--- config.mk ---
export PLATFORM = sky130hd
export DESIGN_NAME = counter_register
export DESIGN_NICKNAME = d
export VERILOG_FILES = /design/src/rtl/counter_register.sv
export SDC_FILE = /design/constraint.sdc
export NUM_CORES = 1
export LEC_CHECK = 0
export CAP_MARGIN = 20
export CORE_MARGIN = 8
export CORE_UTILIZATION = 47
export DETAILED_ROUTE_END_ITERATION = 8
export PLACE_DENSITY = 0.83
export SETUP_SLACK_MARGIN = 0.4
export SLEW_MARGIN = 25
export SYNTH_ARGS = -nofsm -noshare
export SYNTH_HDL_FRONTEND = slang
export SYNTH_SLANG_ARGS = --single-unit
export TNS_END_PERCENT = 30
--- constraint.sdc ---
create_clock -name clk_i -period 4.4 [get_ports clk_i]
set_clock_uncertainty 0.2 [all_clocks]
set_input_delay 0.66 -clock clk_i [delete_from_list [all_inputs] [get_ports clk_i]]
set_output_delay 0.66 -clock clk_i [all_outputs]
set_load 0.02 [all_outputs]
--- src/rtl/counter_register.sv ---
// Multi-function register: parallel load, increment/decrement, add, shifts and rotate.
// Carry holds the bit produced by the last executed operation; zero is a live flag on the register.
module counter_register #(
  parameter int unsigned             DataWidth  = 16,
  parameter logic [DataWidth-1:0]    ResetValue = '0
) (
  input  logic                 clk_i,
  input  logic                 reset_ni,
  input  logic                 ld_ni,
  input  logic [2:0]           op_i,
  input  logic [DataWidth-1:0] data_i,
  output logic [DataWidth-1:0] data_o,
  output logic                 carry_o,
  output logic                 zero_o
);

  typedef enum logic [2:0] {
    OP_HOLD = 3'b000,
    OP_INC  = 3'b001,
    OP_DEC  = 3'b010,
    OP_ADD  = 3'b011,
    OP_SHL  = 3'b100,
    OP_SHR  = 3'b101,
    OP_ASR  = 3'b110,
    OP_ROL  = 3'b111
  } op_e;

  localparam logic [DataWidth-1:0] One = {{(DataWidth-1){1'b0}}, 1'b1};

  logic [DataWidth-1:0] data_next;
  logic                 carry_next;
  logic [DataWidth:0]   sum;

  // INC and ADD share one extended adder so the carry falls out of its top bit
  always_comb begin
    data_next  = data_o;
    carry_next = carry_o;
    sum        = '0;
    unique case (op_e'(op_i))
      OP_HOLD: ;
      OP_INC: begin
        sum        = {1'b0, data_o} + {1'b0, One};
        data_next  = sum[DataWidth-1:0];
        carry_next = sum[DataWidth];
      end
      OP_DEC: begin
        data_next  = data_o - One;
        carry_next = (data_o == '0);
      end
      OP_ADD: begin
        sum        = {1'b0, data_o} + {1'b0, data_i};
        data_next  = sum[DataWidth-1:0];
        carry_next = sum[DataWidth];
      end
      OP_SHL: begin
        data_next  = {data_o[DataWidth-2:0], 1'b0};
        carry_next = data_o[DataWidth-1];
      end
      OP_SHR: begin
        data_next  = {1'b0, data_o[DataWidth-1:1]};
        carry_next = data_o[0];
      end
      OP_ASR: begin
        data_next  = {data_o[DataWidth-1], data_o[DataWidth-1:1]};
        carry_next = data_o[0];
      end
      OP_ROL: begin
        data_next  = {data_o[DataWidth-2:0], data_o[DataWidth-1]};
        carry_next = data_o[DataWidth-1];
      end
      default: ;
    endcase
  end

  // Reset beats load, load beats the selected operation
  always_ff @(posedge clk_i) begin
    if (!reset_ni) begin
      data_o  <= ResetValue;
      carry_o <= 1'b0;
    end else if (!ld_ni) begin
      data_o  <= data_i;
      carry_o <= 1'b0;
    end else begin
      data_o  <= data_next;
      carry_o <= carry_next;
    end
  end

  assign zero_o = (data_o == '0);

endmodule
# ---- Word-level counts from Yosys, hierarchy flattened
# Index checks and enable logic that the tools add are counted.
dict set report word_totals {
  regBits 17
  input_bits 22
  output_inout_bits 18
  word_cells 25
}
dict set report op_classes {
  n_addsub 3
  eq_ne 10
  n_mux 3
  n_reduce_logical 6
}
# operator count
set op_table {}
lappend op_table {{$pmux 16 s7} 1}
lappend op_table {{$add 16x1->17 const B} 1}
lappend op_table {{$add 16x16->17} 1}
lappend op_table {{$logic_not 16->1} 1}
lappend op_table {{$mux 16} 1}
lappend op_table {{$sub 16x1->16 const B} 1}
lappend op_table {{$eq 3x3->1 const B} 4}
lappend op_table {{$ne 8x1->1 const B} 1}
lappend op_table {{$ne 7x1->1 const B} 1}
lappend op_table {{$eq 3x2->1 const B} 2}
lappend op_table {{$pmux 1 s5} 1}
lappend op_table {{$reduce_bool 5->1} 1}
lappend op_table {{$reduce_and 2->1} 2}
lappend op_table {{$reduce_or 2->1} 2}
lappend op_table {{$eq 3x1->1 const B} 1}
lappend op_table {{$ne 2x2->1 const B} 1}

# ---- Logic depth before layout (Yosys ltp)
# Gate-level depths: netlist of the first run.
dict set report depth {
  ltp_word 3
  ltp_mapped 10
}

# ---- Least setup slack after synthesis of the first run
# No wires, ideal clock.
dict set report synth_path {
  path_kind {reg-to-output}
  from {reg data_o[1]}
  to {out zero_o}
  t_arrival_ns 2.169
  t_required_ns 3.540
  slack_ns 1.371
  stages_incl_launch_ff 6
  path_buffers 0
  cell_sequence {dfxtp_1 > inv_1 > ha_1 > or4b_4 > or3_4 > nor4_2}
}
dict set report synth_via {
  elab_chain_len 1
}
# item line_no
set synth_rtl {}
lappend synth_rtl {{start: declaration} 12} ;# output logic [DataWidth-1:0] data_o,
lappend synth_rtl {{start signal: assignment} 78} ;# data_o <= ResetValue;
lappend synth_rtl {{start signal: assignment} 81} ;# data_o <= data_i;
lappend synth_rtl {{start signal: assignment} 84} ;# data_o <= data_next;
lappend synth_rtl {{$logic_not 16->1} 89} ;# assign zero_o = (data_o == '0);
lappend synth_rtl {{end: declaration} 14} ;# output logic zero_o
# Every way passes these cells.

# ---- Final worst setup path of the first run
# Same ends and word-level chain as after synthesis.

==> results of run 1 <==
path summary, 6_finish.rpt:
kind | to | slack (ns) | depth (start not counted)
worst max-delay path | zero_o | 0.54 | 6
worst min-delay path | data_o[10] | 0.45 | 2
worst max register to register | data_o[14] | 1.24 | 10
worst min register to register | data_o[10] | 0.45 | 2
area by class of cell:
class | count | area [µm²] | share of cell area, %
sequential | 17 | 340 | 10.7
inverter | 8 | 30.0 | 0.948
multi-input combinational | 326 | 2220 | 70.2
tap | 75 | 93.8 | 2.96
clock buffer | 4 | 45.0 | 1.42
timing repair buffer | 45 | 435 | 13.7
cells by family after synthesis:
logic type,after synthesis
AOI/OAI and AO/OA,132
xor gates and xnor gates,24
adders and majority gates,19
buffers and inverters,37
DFF,17
muxes,11
and+or+nand+nor,140
cell usage after synthesis (4+ instances only):
cell type	n	area, µm²
a211oi_1	10	75.1
a21o_1	6	45.0
a21oi_1	26	130
a221oi_1	9	78.8
a22oi_1	5	37.5
a31oi_1	8	50.1
buf_2	6	30.0
clkbuf_1	13	48.8
dfxtp_1	17	340
ha_1	18	225
inv_1	7	26.3
mux2i_1	8	80.1
nand2_1	31	116
nand2b_1	8	50.1
nand3_1	9	45.0
nand4_1	5	31.3
nor2_1	36	135
nor2b_1	7	43.8
nor3_1	9	45.0
nor4_1	6	37.5
o211ai_1	7	52.6
o21ai_0	19	95.1
o21ai_1	5	25.0
o221ai_1	6	52.6
or2_2	4	25.0
xnor2_1	11	96.3
xor2_1	12	105
per-layer routing:
| layer | track usage, % | wire, µm |
|---|---|---|
| met5 | 0 | 0 |
| met4 | 7.11 | 172 |
| met3 | 3.80 | 793 |
| met2 | 32.8 | 3980 |
| met1 | 25.2 | 3640 |
flip-flops by register name, summed over array words and instances, names as in the netlist:
name	flops
carry_o	1
data_o	16
report_power, final:
part | total, W | leakage (nW) | switching (W) | internal [W]
registers | 0.000209 | 0.141 | 0.0000419 | 0.000167
logic | 0.000369 | 0.987 | 0.000202 | 0.000168
clock network | 0.000132 | 0.0228 | 0.0000677 | 0.0000647
total | 0.000711 | 1.15 | 0.000311 | 0.000400
through the flow:
stage          hold slack (ns)  area, µm²  instances  power (W)  util (%)
3_3_place_gp             0.439       3120        471   0.000567      54.0
3_5_place_dp             0.432       3120        471   0.000573      54.0
6_report                 0.452       3170        475   0.000711      54.8
5_1_grt                  0.523       3170        475   0.000760      54.8
4_1_cts                  0.452       3170        475   0.000707      54.8
2_1_floorplan            0.497       2750        380   0.000471         -
worst max-delay path, cell delays in order, from the launching register on:
cell and delay, ns:
dfxtp_1 0.39, inv_1 0.17, ha_1 0.23, or4b_4 0.53, or3_4 0.42, nor4_2 0.31, clkdlybuf4s50_1 0.67
==> qor.txt, run 1 <==
RSZ-0062 raised after global routing: false
#FFs+latches synth: 17
Cell Rows: 28
Crit share post-route: 87.6%
Xor/xnor cell area share of the yosys netlist: 7.91%
First DRT Iteration DRCs: 320
Worst R2R Start: data_o[0]
Core Box Area: 5780 µm²
# clock sinks: 17
Via density: 6.62
Cts hold-fix bufs: 0
Most common cell after layout, fill and taps aside: clkdlybuf4s50_1
Post-layout minimum cycle time: 3.86 ns
Die ar.: 8560 µm²
Peak supply drop: 0.132 mV
Min setup slack post-route: 0.543 ns
Hpwl dp: 6280 µm
# setup viols final: 0
Adder-cell area share of the yosys netlist: 8.91%
Req. time, crit path: 3.54 ns
Antenna fix cells: 0
Mapped cell area: 2750 µm²
Port Buf Inserts: 39
Dpl ws: 0.638 ns
YS warnings: 0
Syn Nets: 421
Initial antenna violation count: 0
Startpoint Class: flop
Final slew viol count: 0
Post-CTS Setup Inserts: 0
Synth Area in Compound Gates: 32.7%
Leak Pwr: 1.15 nW
Power per cell area: 225 nW/µm²
Initial core utilization: 47.6%
Total track usage: 19.9%
# DRC: 0
IO Count: 40
Post-Synth Simple-Gate Area: 27.1%
Worst slew pin tran: 0.783 ns
Clock Path Buffers: 2
DR WL/cell: 18.1 µm
CP arrival: 3.00 ns
Mapped Cells: 380
Die W: 92.5 µm
Combinational family with the most area after synthesis: compound AO/OA/AOI/OAI gates
Fillers: 571
Critical Path End Type: output port
Sequential element share of the synthesized area: 12.4%
Gpl congestion: 0.907
Worst hold path class: flop to flop
Final Hold Viols: 0
Critical path peak fanout: 8
Router iterations before antenna repair: 5
Avg Inst Size Synth: 7.24 µm²
Commonest non-fill, non-tap cells in the layout: 39 x clkdlybuf4s50_1, 36 x nor2_1, 31 x nand2_1
Die Ht: 92.5 µm
Cts bufs inserted: 3
Number of global-route vias before repair: 2921
Share of cells above drive strength 1: 6.75%
Final ANT Viol Nets: 0
Post_cts resized: 0
Layout area overhead: 15.1%
Crit Path Class: flop to output port
Clock root buffer: clkbuf_8
CTS tree: done
Congestion Overflow GR: 0
Vias: 3144
Ys flop type: dfxtp_1
Hold path startpoint: data_o[10]
Latest clock arrival within the worst-skew pair: 0.26 ns
Worst-path clk slew: 0.08 ns
Largest net degree at the start of global routing: 21
Fmax: 0.259 GHz
Critical path launch point: data_o[1]
Setup TNS: 0 ns
Share of flip-flops with an asynchronous set or reset: 0%
Max-cap violations: 0
Distinct cells, synth: 68
First-pass GRT wire length: 14200 µm
Total wire length: 8590 µm
Slew headroom: 47.4%
EDFF count, synth: 0
Mux contribution to synthesized area: 4.14%
H-tree depth: 1
Status: finished clean
Layout net count: 442
Note: power is estimated with default switching activity, not from simulation.
==> run 2, diff against run 1 <==
==> constraint.sdc (replaced) <==
create_clock -name clk_i -period 4.4 [get_ports clk_i]
set_clock_uncertainty 0.2 [all_clocks]
set_input_delay 0.88 -clock clk_i [delete_from_list [all_inputs] [get_ports clk_i]]
set_output_delay 0.88 -clock clk_i [all_outputs]
set_load 0.02 [all_outputs]
==> qor.txt, run 2 (same netlist as run 1, synthesis figures left out) <==
Status: finished clean
Largest net degree at the start of global routing: 27
Setup TNS: 0 ns
Final Util: 54.9%
Switch share: 44.4%
Worst slew pin tran: 0.794 ns
Total wire length: 8880 µm
Slew headroom: 46.7%
Via density: 6.49
FF-to-FF setup slack: 1.27 ns
# clock sinks: 17
H-tree depth: 1
Latest clock arrival within the worst-skew pair: 0.27 ns
Initial antenna violation count: 0
Global route hottest layer: met2
Startpoint Class: flop
Core Box Area: 5780 µm²
Met3 Use GR: 3.56%
Worst-path clk slew: 0.09 ns
Cell Rows: 28
Antenna fix cells: 0
Post-layout minimum cycle time: 3.79 ns
Port Buf Inserts: 39
Commonest non-fill, non-tap cells in the layout: 38 x clkdlybuf4s50_1, 36 x nor2_1, 31 x nand2_1
Share of cells above drive strength 1: 7.23%
Met2 Resource Use GR: 32.3%
Cts hold-fix bufs: 0
Hpwl dp: 6390 µm
Congestion Overflow GR: 0
Total track usage: 20.3%
Sequential cell area: 340 µm²
Layout area overhead: 15.4%
Cts bufs inserted: 3
Max FFs per register: 16
DR WL/cell: 18.6 µm
Fillers: 574
Crit Path Class: flop to output port
Area used by multi-input combinational logic: 2220 µm²
Leak Pwr: 1.16 nW
Power share of the clock group: 19.1%
Power per cell area: 226 nW/µm²
Total Power: 0.000718 W
RSZ-0062 raised after global routing: false
Clock Path Buffers: 2
Global routing usage on met1: 26.9%
Sequential power share: 28.9%
Die Ht: 92.5 µm
Peak supply drop: 0.111 mV
Fmax: 0.264 GHz
Gpl congestion: 0.943
Final slew viol count: 0
Crit share post-route: 86.1%
Internal power: 0.000399 W
IO Count: 40
Critical path peak fanout: 8
Worst hold path class: flop to flop
Clock root buffer: clkbuf_8
Max-cap violations: 0
Initial core utilization: 47.6%
Die ar.: 8560 µm²
# setup viols final: 0
Final Hold Viols: 0
First DRT Iteration DRCs: 447
Req. time, crit path: 3.32 ns
First-pass GRT wire length: 14400 µm
Final ANT Viol Nets: 0
Logic pwr share: 52.0%
NetSw: 0.000319 W
Vias: 3091
Die W: 92.5 µm
# DRC: 0
Top flop regs: data_o: 16 flops, carry_o: 1 flops
Layout net count: 443
CTS tree: done
CP arrival: 2.71 ns
Register with the most flip-flops: data_o
Most common cell after layout, fill and taps aside: clkdlybuf4s50_1
Critical Path End Type: output port
Router iterations before antenna repair: 7
Number of global-route vias before repair: 2864
## run 2: cell count changes in the layout (fill, tap and decap cells not counted)
cell / before / now
clkdlybuf4s50_1: 39 / 38
clkbuf_1: 1 / 0
clkinv_2: 0 / 1
buf_4: 6 / 7
dlygate4sd2_1: 0 / 1
## run 2: power by group through the flow
stage          registers (W)  logic [W]  clock network [W]
2_1_floorplan       0.000201   0.000270                  0
5_1_grt             0.000211   0.000407           0.000145
4_1_cts             0.000206   0.000368           0.000139
6_report            0.000208   0.000373           0.000137
3_5_place_dp        0.000210   0.000366                  0
3_3_place_gp        0.000209   0.000361                  0
## run 2: worst paths after layout
path | startpoint | to | cells after the start
max | data_o[1] | zero_o | 6
min | carry_o | carry_o | 2
max reg2reg | data_o[0] | data_o[14] | 10
min reg2reg | carry_o | carry_o | 2
## run 2: stage by stage
step	setup WS [ns]	hold WS, ns	cell area (µm²)	std cells
detailed placement	0.467	0.441	3130	472
global route	0.495	0.505	3170	476
CTS	0.644	0.457	3170	476
floorplan	1.15	0.497	2750	380
global placement	0.544	0.439	3130	472
finish	0.610	0.464	3170	476
## run 2: final cells by class
cell class / instances / share of cell area [%]
flip-flops and latches: 17 / 10.7
multi-input cells: 326 / 70.0
inverters: 8 / 0.946
repair buffers: 46 / 13.9
well taps: 75 / 2.96
clock buffers: 3 / 1.30
clock inverters: 1 / 0.158
## run 2: timing repair
action | CTS | global route
setup endpoints to repair | 1 | 0
setup buffers | 0 | 0
gates resized for setup | 1 | 0
## run 2: worst max-delay path, stage by stage (launching register included)
cell           delay, ns
dfxtp_1             0.40
inv_1               0.17
ha_1                0.24
or4b_4              0.53
or3_4               0.42
nor4_2              0.29
dlygate4sd2_1       0.38
## run 2: metal layers
layer  routed length [µm]  up-vias
met2                 4070      183
met3                  859       15
met4                  131        0
met1                 3810     1401
met5                    0        -
li1                     -     1492
==> run 3, diff against run 2 <==
--- a/config.mk
+++ b/config.mk
@@ -6,7 +6,6 @@
 export NUM_CORES = 1
 export LEC_CHECK = 0
 export CAP_MARGIN = 20
-export CORE_MARGIN = 8
 export CORE_UTILIZATION = 47
 export DETAILED_ROUTE_END_ITERATION = 8
 export PLACE_DENSITY = 0.83
@@ -15,4 +14,3 @@
 export SYNTH_ARGS = -nofsm -noshare
 export SYNTH_HDL_FRONTEND = slang
 export SYNTH_SLANG_ARGS = --single-unit
-export TNS_END_PERCENT = 30
==> qor.txt, run 3 (same netlist as run 1, synthesis figures left out) <==
Status: finished clean
Final slew viol count: 0
Via density: 6.60
Power per cell area: 225 nW/µm²
Clock root buffer: clkbuf_8
Worst R2R Start: data_o[0]
Router iterations before antenna repair: 5
FF-to-FF setup slack: 1.19 ns
Setup TNS: 0 ns
Metal-1 WL: 3660 µm
Cts bufs inserted: 3
First DRT Iteration DRCs: 506
# DRC: 0
Fmax: 0.269 GHz
Post_cts resized: 1
Met3 routed WL: 647 µm
Antenna fix cells: 0
Peak supply drop: 0.143 mV
Worst-path clk slew: 0.07 ns
Gpl congestion: 0.951
Port Buf Inserts: 39
Hpwl dp: 6070 µm
Final ANT Viol Nets: 0
Max-cap violations: 0
Die W: 78.5 µm
CP arrival: 3.66 ns
Total Power: 0.000715 W
First-pass GRT wire length: 13600 µm
Most common cell after layout, fill and taps aside: clkdlybuf4s50_1
Die ar.: 6160 µm²
Final Util: 57.0%
Vias: 3129
Cts hold-fix bufs: 0
# setup viols final: 0
Largest net degree at the start of global routing: 27
Hold path startpoint: carry_o
R2R depth: 10
# clock sinks: 17
Core Box Area: 5570 µm²
CTS tree: done
Total track usage: 27.5%
Layout area overhead: 15.5%
Commonest non-fill, non-tap cells in the layout: 38 x clkdlybuf4s50_1, 36 x nor2_1, 31 x nand2_1
Register with the most flip-flops: data_o
Clock Path Buffers: 2
Latest clock arrival within the worst-skew pair: 0.27 ns
Req. time, crit path: 4.34 ns
WHS Path Cells: 2
DR WL/cell: 17.7 µm
Cell Rows: 27
Worst slew pin tran: 0.728 ns
R2R Path End: data_o[14]
Share of cells above drive strength 1: 7.21%
Crit Path Class: input pin to flop
Max FFs per register: 16
RSZ-0062 raised after global routing: false
Startpoint Class: input pin
WHS: 0.466 ns
Top flop regs: data_o: 16 flops, carry_o: 1 flops
H-tree depth: 1
IO Count: 40
Layout net count: 444
Initial antenna violation count: 0
Critical path peak fanout: 4
Initial core utilization: 49.4%
Leak Pwr: 1.17 nW
Post-route cell area: 3180 µm²
Routed wl met2: 3880 µm
Post-layout minimum cycle time: 3.72 ns
Slew headroom: 51.1%
Final Hold Viols: 0
Critical Path End Type: flop
Worst hold path class: flop to flop
Die Ht: 78.5 µm
Number of global-route vias before repair: 2859
Max layer used: met4
Hold EP: carry_o
Post-CTS Setup Inserts: 0
Crit share post-route: 84.6%
Congestion Overflow GR: 0
Total wire length: 8370 µm
DP Area: 3130 µm²
run 3: changes by cell type in the layout (fill, tap and decap cells not counted):
cell	previous run	this run
buf_4	7	8
clkbuf_1	0	1
clkinv_2	1	0
run 3: routing by layer:
layer	GRT usage [%]	vias up
li1	-	1494
met1	36.9	1453
met2	43.8	165
met3	4.53	17
met4	10.0	0
met5	0	-
run 3: worst max-delay path: stages:
cell and delay [ns]:
clkdlybuf4s50_1 0.48, ha_1 0.21, inv_1 0.07, fa_1 0.38, nand2b_1 0.20, a211oi_1 0.34, o211ai_1 0.28, a21oi_1 0.31
a221o_1 0.24, mux2i_1 0.20, o21ai_1 0.08
run 3: cell type report:
type                            count  area, µm²
Clock buffer                        4       45.0
Fill cell                         529       2400
Timing Repair Buffer               47        449
Sequential cell                    17        340
Multi-Input combinational cell    326       2220
Inverter                            8       30.0
Tap cell                           72       90.1
run 3: worst max-delay path by stage:
stage,start,endpoint,slack (ns),depth (start not counted)
finish,data_i[0],data_o[14],0.68,11
global route,data_i[1],data_o[7],0.45,9
CTS,data_o[1],zero_o,0.69,6
detailed placement,data_i[1],data_o[7],0.46,9
global placement,data_i[0],data_o[14],0.59,11
floorplan,data_o[1],zero_o,1.15,5
run 3: power breakdown:
group	internal [W]	total, W	leakage [nW]	switching [W]
combinational	0.000170	0.000377	1.00	0.000207
clock	0.0000647	0.000132	0.0228	0.0000675
sequential	0.000167	0.000206	0.141	0.0000383
total	0.000402	0.000715	1.17	0.000313
run 3: stage by stage:
stage	cells	worst slack [ns]
2_1_floorplan	380	1.15
3_3_place_gp	470	0.591
3_5_place_dp	470	0.464
4_1_cts	474	0.689
5_1_grt	474	0.450
6_report	474	0.678
